--- src/rtl/apb2_hall_capture.sv ---
// -----------------------------------------------------------------------------
// apb2_hall_capture
//
// Multi-channel hall-sensor commutation capture with an APB2 slave interface.
// For each motor channel the three raw hall bits are synchronised, optionally
// glitch-filtered, and tracked against the forward sequence 1,3,2,6,4,5,1.
// Each accepted step updates a signed position counter, the direction and the
// measured commutation period. Illegal patterns bump a saturating error count.
// A saturating period timer flags a stalled motor.
//
// Optional feature:
//   HALL_CAPTURE_FILTER_EN - when defined, a synchronised hall state is only
//   taken after 4 identical consecutive samples, which adds 3 cycles of latency.
//
// Ports:
//   pclk          clock for all logic
//   prst          synchronous active-high reset
//   psel/penable  APB2 select / access phase
//   pwrite        APB2 write
//   paddr[7:0]    APB2 byte address
//   pwdata[31:0]  APB2 write data
//   pstrb[3:0]    byte strobes (ignored, full-word writes only)
//   prdata[31:0]  read data, driven while psel=1, else 0
//   pready        always 1 (zero wait states)
//   pslverr       error for unmapped addresses in the access phase
//   hall_values   raw hall inputs, channel n on bits [3n+2:3n]
//   detected_dir  per channel 2 bits: 01 forward, 10 reverse, 00 stopped
//   irq           OR of (IRQ_STATUS & IRQ_EN)
//
// Register map (channel n at 16n): +0 STATUS, +4 PERIOD, +8 POSITION,
// +C ERR_COUNT; 0xF0 IRQ_EN, 0xF4 IRQ_STATUS (W1C).
// -----------------------------------------------------------------------------
module apb2_hall_capture #(
  parameter int CHANNELS    = 2,
  parameter int TIMER_WIDTH = 24,
  parameter int POS_WIDTH   = 16
) (
  input  logic                    pclk,
  input  logic                    prst,
  input  logic                    psel,
  input  logic                    penable,
  input  logic                    pwrite,
  input  logic [7:0]              paddr,
  input  logic [31:0]             pwdata,
  input  logic [3:0]              pstrb,
  output logic [31:0]             prdata,
  output logic                    pready,
  output logic                    pslverr,
  input  logic [3*CHANNELS-1:0]   hall_values,
  output logic [2*CHANNELS-1:0]   detected_dir,
  output logic                    irq
);

  localparam int IRQ_W = 2 * CHANNELS;
  localparam logic [TIMER_WIDTH-1:0] TIMER_MAX = {TIMER_WIDTH{1'b1}};
  localparam logic [TIMER_WIDTH-1:0] TIMER_PRE = TIMER_MAX - TIMER_WIDTH'(1);

  typedef logic signed [POS_WIDTH-1:0] pos_t;

  // Successor of a hall state in the forward sequence; 0 for invalid states.
  function automatic logic [2:0] fwd_next(input logic [2:0] s);
    logic [2:0] n;
    case (s)
      3'd1:    n = 3'd3;
      3'd3:    n = 3'd2;
      3'd2:    n = 3'd6;
      3'd6:    n = 3'd4;
      3'd4:    n = 3'd5;
      3'd5:    n = 3'd1;
      default: n = 3'd0;
    endcase
    return n;
  endfunction

  function automatic logic hall_valid(input logic [2:0] s);
    return (s != 3'd0) && (s != 3'd7);
  endfunction

  // Per-channel state
  logic [2:0]             sync1_q  [CHANNELS];
  logic [2:0]             sync2_q  [CHANNELS];
  logic [2:0]             obs_q    [CHANNELS];  // last observed (post-filter) state
  logic [2:0]             acc_q    [CHANNELS];  // last accepted valid state
  logic [2:0]             acc_d    [CHANNELS];
  logic [1:0]             dir_q    [CHANNELS];
  logic [1:0]             dir_d    [CHANNELS];
  logic [TIMER_WIDTH-1:0] timer_q  [CHANNELS];
  logic [TIMER_WIDTH-1:0] timer_d  [CHANNELS];
  logic [31:0]            period_q [CHANNELS];
  logic [31:0]            period_d [CHANNELS];
  pos_t                   pos_q    [CHANNELS];
  pos_t                   pos_d    [CHANNELS];
  logic [7:0]             errcnt_q [CHANNELS];
  logic [7:0]             errcnt_d [CHANNELS];
  logic [CHANNELS-1:0]    stall_q;
  logic [CHANNELS-1:0]    stall_d;
`ifdef HALL_CAPTURE_FILTER_EN
  logic [2:0]             cand_q   [CHANNELS];
  logic [1:0]             fcnt_q   [CHANNELS];
`endif

  logic [IRQ_W-1:0]       irq_en_q;
  logic [IRQ_W-1:0]       irq_en_d;
  logic [IRQ_W-1:0]       irq_st_q;
  logic [IRQ_W-1:0]       irq_st_d;
  logic                   irq_q;

  // Per-channel event decode
  logic [2:0]             cur_s    [CHANNELS];
  logic [CHANNELS-1:0]    chg_s;
  logic [CHANNELS-1:0]    vld_s;
  logic [CHANNELS-1:0]    fwd_s;
  logic [CHANNELS-1:0]    rev_s;
  logic [CHANNELS-1:0]    err_s;
  logic [CHANNELS-1:0]    stall_evt_s;

  // APB decode
  logic [CHANNELS-1:0]    ch_hit_s;
  logic                   en_hit_s;
  logic                   st_hit_s;
  logic                   addr_ok_s;
  logic                   wr_s;
  logic [31:0]            rdata_s;
  logic                   unused_s;

  assign unused_s = ^{pstrb, pwdata, paddr[1:0]};

  // Address decode and APB handshake outputs.
  always_comb begin
    ch_hit_s = {CHANNELS{1'b0}};
    for (int n = 0; n < CHANNELS; n++) begin
      ch_hit_s[n] = (paddr[7:4] == 4'(n));
    end
    en_hit_s  = (paddr[7:2] == 6'h3C);
    st_hit_s  = (paddr[7:2] == 6'h3D);
    addr_ok_s = (|ch_hit_s) | en_hit_s | st_hit_s;
    wr_s      = psel & penable & pwrite & addr_ok_s;
    pslverr   = psel & penable & ~addr_ok_s;
    pready    = 1'b1;
  end

  // Classify each change of the observed hall state as acquisition, step or error.
  always_comb begin
    chg_s       = {CHANNELS{1'b0}};
    vld_s       = {CHANNELS{1'b0}};
    fwd_s       = {CHANNELS{1'b0}};
    rev_s       = {CHANNELS{1'b0}};
    err_s       = {CHANNELS{1'b0}};
    stall_evt_s = {CHANNELS{1'b0}};
    for (int n = 0; n < CHANNELS; n++) begin
`ifdef HALL_CAPTURE_FILTER_EN
      // fcnt_q==2 with a matching sample means this is the 4th identical sample.
      if ((sync2_q[n] == cand_q[n]) && (fcnt_q[n] >= 2'd2)) begin
        cur_s[n] = sync2_q[n];
      end else begin
        cur_s[n] = obs_q[n];
      end
`else
      cur_s[n] = sync2_q[n];
`endif
      chg_s[n] = (cur_s[n] != obs_q[n]);
      vld_s[n] = hall_valid(cur_s[n]);
      fwd_s[n] = chg_s[n] & vld_s[n] & (acc_q[n] != 3'd0) & (cur_s[n] == fwd_next(acc_q[n]));
      rev_s[n] = chg_s[n] & vld_s[n] & (acc_q[n] != 3'd0) & (fwd_next(cur_s[n]) == acc_q[n]);
      // Returning to the accepted state after an invalid glitch is not an error.
      err_s[n] = chg_s[n] & (~vld_s[n] | ((acc_q[n] != 3'd0) & (cur_s[n] != acc_q[n])
                                          & ~fwd_s[n] & ~rev_s[n]));
      stall_evt_s[n] = ~(fwd_s[n] | rev_s[n]) & (timer_q[n] == TIMER_PRE);
    end
  end

  // Next-state for channel registers and interrupt registers; hardware events win over software.
  always_comb begin
    if (wr_s && en_hit_s) begin
      irq_en_d = pwdata[IRQ_W-1:0];
    end else begin
      irq_en_d = irq_en_q;
    end
    if (wr_s && st_hit_s) begin
      irq_st_d = irq_st_q & ~pwdata[IRQ_W-1:0];
    end else begin
      irq_st_d = irq_st_q;
    end
    stall_d = stall_q;
    for (int n = 0; n < CHANNELS; n++) begin
      if (chg_s[n] && vld_s[n]) begin
        acc_d[n] = cur_s[n];
      end else begin
        acc_d[n] = acc_q[n];
      end

      if (fwd_s[n] || rev_s[n]) begin
        timer_d[n]  = {TIMER_WIDTH{1'b0}};
        period_d[n] = 32'(timer_q[n]) + 32'd1;
        stall_d[n]  = 1'b0;
      end else begin
        timer_d[n]  = (timer_q[n] == TIMER_MAX) ? TIMER_MAX : timer_q[n] + TIMER_WIDTH'(1);
        period_d[n] = period_q[n];
        if (stall_evt_s[n]) begin
          stall_d[n] = 1'b1;
        end else begin
          stall_d[n] = stall_q[n];
        end
      end

      if (fwd_s[n]) begin
        dir_d[n] = 2'b01;
      end else if (rev_s[n]) begin
        dir_d[n] = 2'b10;
      end else if (stall_evt_s[n]) begin
        dir_d[n] = 2'b00;
      end else begin
        dir_d[n] = dir_q[n];
      end

      // A step on the same cycle as a software load applies on top of the loaded value.
      if (wr_s && ch_hit_s[n] && (paddr[3:2] == 2'd2)) begin
        pos_d[n] = pos_t'(pwdata[POS_WIDTH-1:0]);
      end else begin
        pos_d[n] = pos_q[n];
      end
      if (fwd_s[n]) begin
        pos_d[n] = pos_d[n] + pos_t'(1);
      end else if (rev_s[n]) begin
        pos_d[n] = pos_d[n] - pos_t'(1);
      end else begin
        pos_d[n] = pos_d[n];
      end

      if (wr_s && ch_hit_s[n] && (paddr[3:2] == 2'd3)) begin
        errcnt_d[n] = 8'd0;
      end else begin
        errcnt_d[n] = errcnt_q[n];
      end
      if (err_s[n]) begin
        errcnt_d[n] = (errcnt_d[n] == 8'hFF) ? 8'hFF : errcnt_d[n] + 8'd1;
      end else begin
        errcnt_d[n] = errcnt_d[n];
      end

      if (err_s[n]) begin
        irq_st_d[2*n] = 1'b1;
      end else begin
        irq_st_d[2*n] = irq_st_d[2*n];
      end
      if (stall_evt_s[n]) begin
        irq_st_d[2*n+1] = 1'b1;
      end else begin
        irq_st_d[2*n+1] = irq_st_d[2*n+1];
      end
    end
  end

  // State registers, synchronisers and optional glitch filter.
  always_ff @(posedge pclk) begin
    if (prst) begin
      for (int n = 0; n < CHANNELS; n++) begin
        sync1_q[n]  <= 3'd0;
        sync2_q[n]  <= 3'd0;
        obs_q[n]    <= 3'd0;
        acc_q[n]    <= 3'd0;
        dir_q[n]    <= 2'b00;
        timer_q[n]  <= {TIMER_WIDTH{1'b0}};
        period_q[n] <= 32'd0;
        pos_q[n]    <= pos_t'(0);
        errcnt_q[n] <= 8'd0;
`ifdef HALL_CAPTURE_FILTER_EN
        cand_q[n]   <= 3'd0;
        fcnt_q[n]   <= 2'd0;
`endif
      end
      stall_q  <= {CHANNELS{1'b0}};
      irq_en_q <= {IRQ_W{1'b0}};
      irq_st_q <= {IRQ_W{1'b0}};
      irq_q    <= 1'b0;
    end else begin
      for (int n = 0; n < CHANNELS; n++) begin
        sync1_q[n]  <= hall_values[3*n +: 3];
        sync2_q[n]  <= sync1_q[n];
        obs_q[n]    <= cur_s[n];
        acc_q[n]    <= acc_d[n];
        dir_q[n]    <= dir_d[n];
        timer_q[n]  <= timer_d[n];
        period_q[n] <= period_d[n];
        pos_q[n]    <= pos_d[n];
        errcnt_q[n] <= errcnt_d[n];
`ifdef HALL_CAPTURE_FILTER_EN
        if (sync2_q[n] == cand_q[n]) begin
          if (fcnt_q[n] != 2'd3) begin
            fcnt_q[n] <= fcnt_q[n] + 2'd1;
          end else begin
            fcnt_q[n] <= fcnt_q[n];
          end
        end else begin
          cand_q[n] <= sync2_q[n];
          fcnt_q[n] <= 2'd0;
        end
`endif
      end
      stall_q  <= stall_d;
      irq_en_q <= irq_en_d;
      irq_st_q <= irq_st_d;
      // Built from next-state values so irq tracks the registers without extra lag.
      irq_q    <= |(irq_st_d & irq_en_d);
    end
  end

  // Read mux: data only while selected, zero for unmapped addresses.
  always_comb begin
    rdata_s = 32'd0;
    if (psel) begin
      for (int n = 0; n < CHANNELS; n++) begin
        if (ch_hit_s[n]) begin
          case (paddr[3:2])
            2'd0:    rdata_s = {23'd0, stall_q[n], (errcnt_q[n] != 8'd0), 1'b0,
                                dir_q[n], 1'b0, acc_q[n]};
            2'd1:    rdata_s = period_q[n];
            2'd2:    rdata_s = 32'(pos_q[n]);
            2'd3:    rdata_s = {24'd0, errcnt_q[n]};
            default: rdata_s = 32'd0;
          endcase
        end else begin
          rdata_s = rdata_s;
        end
      end
      if (en_hit_s) begin
        rdata_s[IRQ_W-1:0] = irq_en_q;
      end else if (st_hit_s) begin
        rdata_s[IRQ_W-1:0] = irq_st_q;
      end else begin
        rdata_s = rdata_s;
      end
    end else begin
      rdata_s = 32'd0;
    end
  end

  // Output mapping of registered direction and read data.
  always_comb begin
    detected_dir = {IRQ_W{1'b0}};
    for (int n = 0; n < CHANNELS; n++) begin
      detected_dir[2*n +: 2] = dir_q[n];
    end
    prdata = rdata_s;
    irq    = irq_q;
  end

endmodule
--- config.mk ---
export PLATFORM = sky130hd
export DESIGN_NAME = apb2_hall_capture
export DESIGN_NICKNAME = d
export VERILOG_FILES = /design/src/rtl/apb2_hall_capture.sv
export SDC_FILE = /design/constraint.sdc
export NUM_CORES = 1
export LEC_CHECK = 0
export BUFFER_PORTS_ARGS = -buffer_cell sky130_fd_sc_hd__buf_4
export CAP_MARGIN = 20
export CORE_MARGIN = 3
export CORE_UTILIZATION = 55
export CTS_CLUSTER_SIZE = 12
export DETAILED_ROUTE_END_ITERATION = 10
export PLACE_DENSITY = 0.74
export SLEW_MARGIN = 20
export SYNTH_ARGS = -nofsm -noshare
export SYNTH_HDL_FRONTEND = slang
export SYNTH_SLANG_ARGS = --single-unit
--- constraint.sdc ---
create_clock -name pclk -period 3.35 [get_ports pclk]
set_clock_uncertainty 0.1 [all_clocks]
set_input_delay 0.335 -clock pclk [delete_from_list [all_inputs] [get_ports pclk]]
set_output_delay 0.335 -clock pclk [all_outputs]
set_load 0.1 [all_outputs]
==> metrics.md <==
| Metric | Value |
|---|---|
| Layout overhead on the synthesized area | 14.0% |
| RR Endpoint | errcnt_q[0][6]$_SDFF_PP0_ |
| EDFF count, synth | 0 |
| First-pass GRT wire length | between 40,000 and 50,000 um |
| Placed wire-length estimate | 21,600 um |
| Max clock buf depth | 2 |
| Rel. slew slack | 45.3% |
| Clk slew on worst S/H paths | roughly 80 ps |
| Final hold vios | 0 |
| Synth warn | 0 |
| # hold bufs at CTS | 1 |
| Internal cell power | around 3.9 mW |
| Clock network fraction of total power | 37.5% |
| Clk_lat worst skew | between 400 and 500 ps |
| Crit-path slowest cell | dfxtp_1 |
| Top delay family on crit path | simple AND/OR/NAND/NOR gates |
| Die ar. | 21,600 um^2 |
| TritonRoute pass-1 iters | 5 |
| DRC | 0 |
| GR Overflow Total | 0 |
| Placed Cells | 1,604 |
| RSZ-0062 raised after global routing | no |
| Cell Pwr Density | 455 nW/um^2 |
| GR Util All Layers | around 27% |
| Post-Syn Area | roughly 11,000 um^2 |
| Main synth FF type | dfxtp_1 |
| Fin crit share | roughly nine tenths |
| Initial antenna violation count | 0 |
| Leak | 4.43 nW |
| Die W | ~150 um |
| Non-Filler Instances | 1,637 |
| Fraction of layout cells with a size suffix above 1 | 16.7% |
| Combinational share of power | 19.2% |
| Root Driver | clkbuf_16 |
| Die Y | 147 um |
| Cell Chain, Critical Path | buf_4 -> xnor2_1 -> nor3_1 -> or4_1 -> and3_1 -> o21bai_1 -> buf_4 -> and2_1 -> a311oi_1 |
| DRT antenna net count | 0 |
| Mux cell area share after synthesis | 10.4% |
| Starting Density | between 50% and 60% |
| Hold depth | 2 |
| CTS HTree Levels | 4 |
| Fillers | 1,674 |
| Commonest non-fill, non-tap cell in the layout | dfxtp_1 |
| CTS Sinks | roughly 190 |
| Status | finished, final reports clean |
| Worst Path Max Fanout | 18 |
| Max Clk Rate | 328 MHz |
| Largest net degree at the start of global routing | 58 |
| Post-synthesis cell count | 1,332 |
| Number of global-route vias before repair | between 9,000 and 10,000 |
| Routed WL | ~30,000 um |
| Ys async rst share | 0% |
| HP Class | input pin to flop |
| Initial drt markers | 843 |
| Final Util | 65.2% |
| Post-place instance area | 11,800 um^2 |
| Compound-cell area share of the yosys netlist | between 15 and 20% |
| Switching share of power | about a third |
| # diodes | 0 |
| VDD IR max | 358 uV |
| CP required | 3550 ps |
| CP endpoint kind | flop |
| RR Startpoint | sync2_q[0][1]$_SDFF_PP0_ |
| Design Area, Final | 12,400 um^2 |
| Post-Synth Adder-Cell Area | 1.15% |
| Stages on the worst setup path | 9 |
| Worst r2r path cells | 9 |
| Max Transition Viols Final | 0 |
| Vias per cell | 6.22 |
| Vias | 10,185 |
| Most used cell, CP | buf_4 |
| Routability cong. | 0.930 |
| Crit path launch type | flop |
| Resized cells post-CTS | 0 |
| CP Data Arrival Time | 3250 ps |
| Buffers plus inverters on the worst setup path | 2 |
| Synthesized flop and latch total | 185 |
| Reg power frac | 43.3% |
| Num CTS Buffers | 17 |
| Synthesized Nets | approximately 1,400 |
| Top cell type by total area after synthesis | dfxtp_1 |
| Netlist cell types | between 70 and 80 |
| Hold path start | hall_values[1] |
| Placeable Area | 19,100 um^2 |
| Crit path kind | flop to flop |
| Setup repair bufs after CTS | 0 |
| Mapped Avg Cell Area | 8.19 um^2 |
| Tightest Pin Transition | 819 ps |
| Crit path time final | ~3000 ps |
| Hold EP | sync1_q[0][1]$_SDFF_PP0_ |
| Xor-xnor portion of the synthesized cell area | between 6 and 7% |
| Synth top area share | 34.0% |
| Row cnt | 50 |
| Synth top area cells | dfxtp_1, mux2i_1, a21oi_1 |
| Avg WL per Cell | 18.5 um |
| Pre-CTS setup slack | 84.5 ps |
| Sequential share of the synthesized area | 34.0% |
| Simple-gate share of the synthesized area | between 20% and 30% |
| Commonest non-fill, non-tap cells in the layout | dfxtp_1, buf_4, nor2_1, nand2_1, a21oi_1 |
| Final setup violation count | 0 |
| Max Cap Viol | 0 |
| R2R setup slack | 300 ps |
| Setup ws final | between 300 and 400 ps |
| IO Port Bufs | 70 |
| NumNets Final | 1,429 |
| Largest family of logic cells by synthesized area | simple AND/OR/NAND/NOR gates |
| I/O pin total | 94 |
| Max incr delay on CP | roughly 730 ps |
| Sw power | 1.78 mW |
| CTS tree | done |
Yosys cell counts (9+ instances only):
library cell  count
a211oi_1         32
a21oi_1         103
a221oi_1         19
a31oi_1          10
a32oi_1          16
and2_1           26
and3_1           24
and4_1            9
buf_1            16
buf_2            21
buf_4            13
clkbuf_1         58
dfxtp_1         185
ha_1             10
inv_1            28
mux2_2           14
mux2i_1          65
mux4_2           11
nand2_1         108
nand3_1          64
nand3b_1          9
nand4_1          29
nor2_1          117
nor2b_1          22
nor3_1           47
nor3b_1          14
nor4_1           13
o21ai_0          42
o22ai_1          14
or2_2            12
or3_1             9
xnor2_1          47
xor2_1           28
cell type report:
class | count | area (um^2) | area share (%)
Clock inverter | 14 | 180 | 1.45
Tap cell | 260 | 325 | 2.62
Sequential cell | 185 | 3700 | 29.8
Multi-Input combinational cell | 1010 | 6770 | 54.5
Inverter | 28 | 105 | 0.845
Clock buffer | 18 | 429 | 3.45
Timing Repair Buffer | 122 | 918 | 7.39
power groups by stage:
stage	combinational, mW	clock, mW	sequential [mW]
2_1_floorplan	0.822	0	2.45
3_3_place_gp	1.04	0	2.50
3_5_place_dp	1.06	0	2.50
4_1_cts	1.07	2.15	2.45
5_1_grt	1.18	2.23	2.47
6_report	1.08	2.12	2.45
per-stage QoR:
stage                     hold WS (ps)  setup TNS, ps  power (mW)
after floorplan                    314          -24.0        3.27
after global placement             314              0        3.54
after detailed placement           331              0        3.56
after CTS                         3.17              0        5.67
after global routing              17.3              0        5.88
final                             7.16              0        5.66
worst max-delay path by stage:
stage | from | to | slack (ps)
finish | sync2_q[0][1]$_SDFF_PP0_ | errcnt_q[0][6]$_SDFF_PP0_ | 300
global route | sync2_q[0][1]$_SDFF_PP0_ | errcnt_q[0][2]$_SDFF_PP0_ | 70
CTS | sync2_q[0][0]$_SDFF_PP0_ | pos_q[0][13]$_SDFF_PP0_ | 340
detailed placement | paddr[7] | pos_q[0][8]$_SDFF_PP0_ | 80
global placement | paddr[7] | pos_q[0][15]$_SDFF_PP0_ | 130
floorplan | paddr[7] | pos_q[0][10]$_SDFF_PP0_ | -10
routing by layer:
metal / part of all wire [%] / up-vias / GRT usage, % / wire length, um
li1: - / 4918 / - / -
met1: 44 / 4814 / 36.9 / 13300
met2: 46 / 385 / 43.5 / 13800
met3: 7.7 / 68 / 5.86 / 2320
met4: 2.6 / 0 / 10.3 / 795
met5: 0 / - / 0 / 0
state kept, by name (all words and copies together) (netlist names), 2 cells and up:
name and flops:
sync1_q 6, dir_q 4, obs_q 6, period_q 50
acc_q 6, irq_st_q 4, irq_en_q 4, sync2_q 6
timer_q 48, errcnt_q 16, pos_q 32, stall_q 2
cells by family (layout without fill, tap and decap cells):
logic type                 Yosys count  after routing
AOI/OAI and AO/OA                  300            300
xor gates and xnor gates            75             75
adders and majority gates           10             10
buffers and inverters              137            182
DFF                                185            185
muxes                               96             96
other                                1              1
and+or+nand+nor                    528            528
Power figures use the tool's default switching activity.
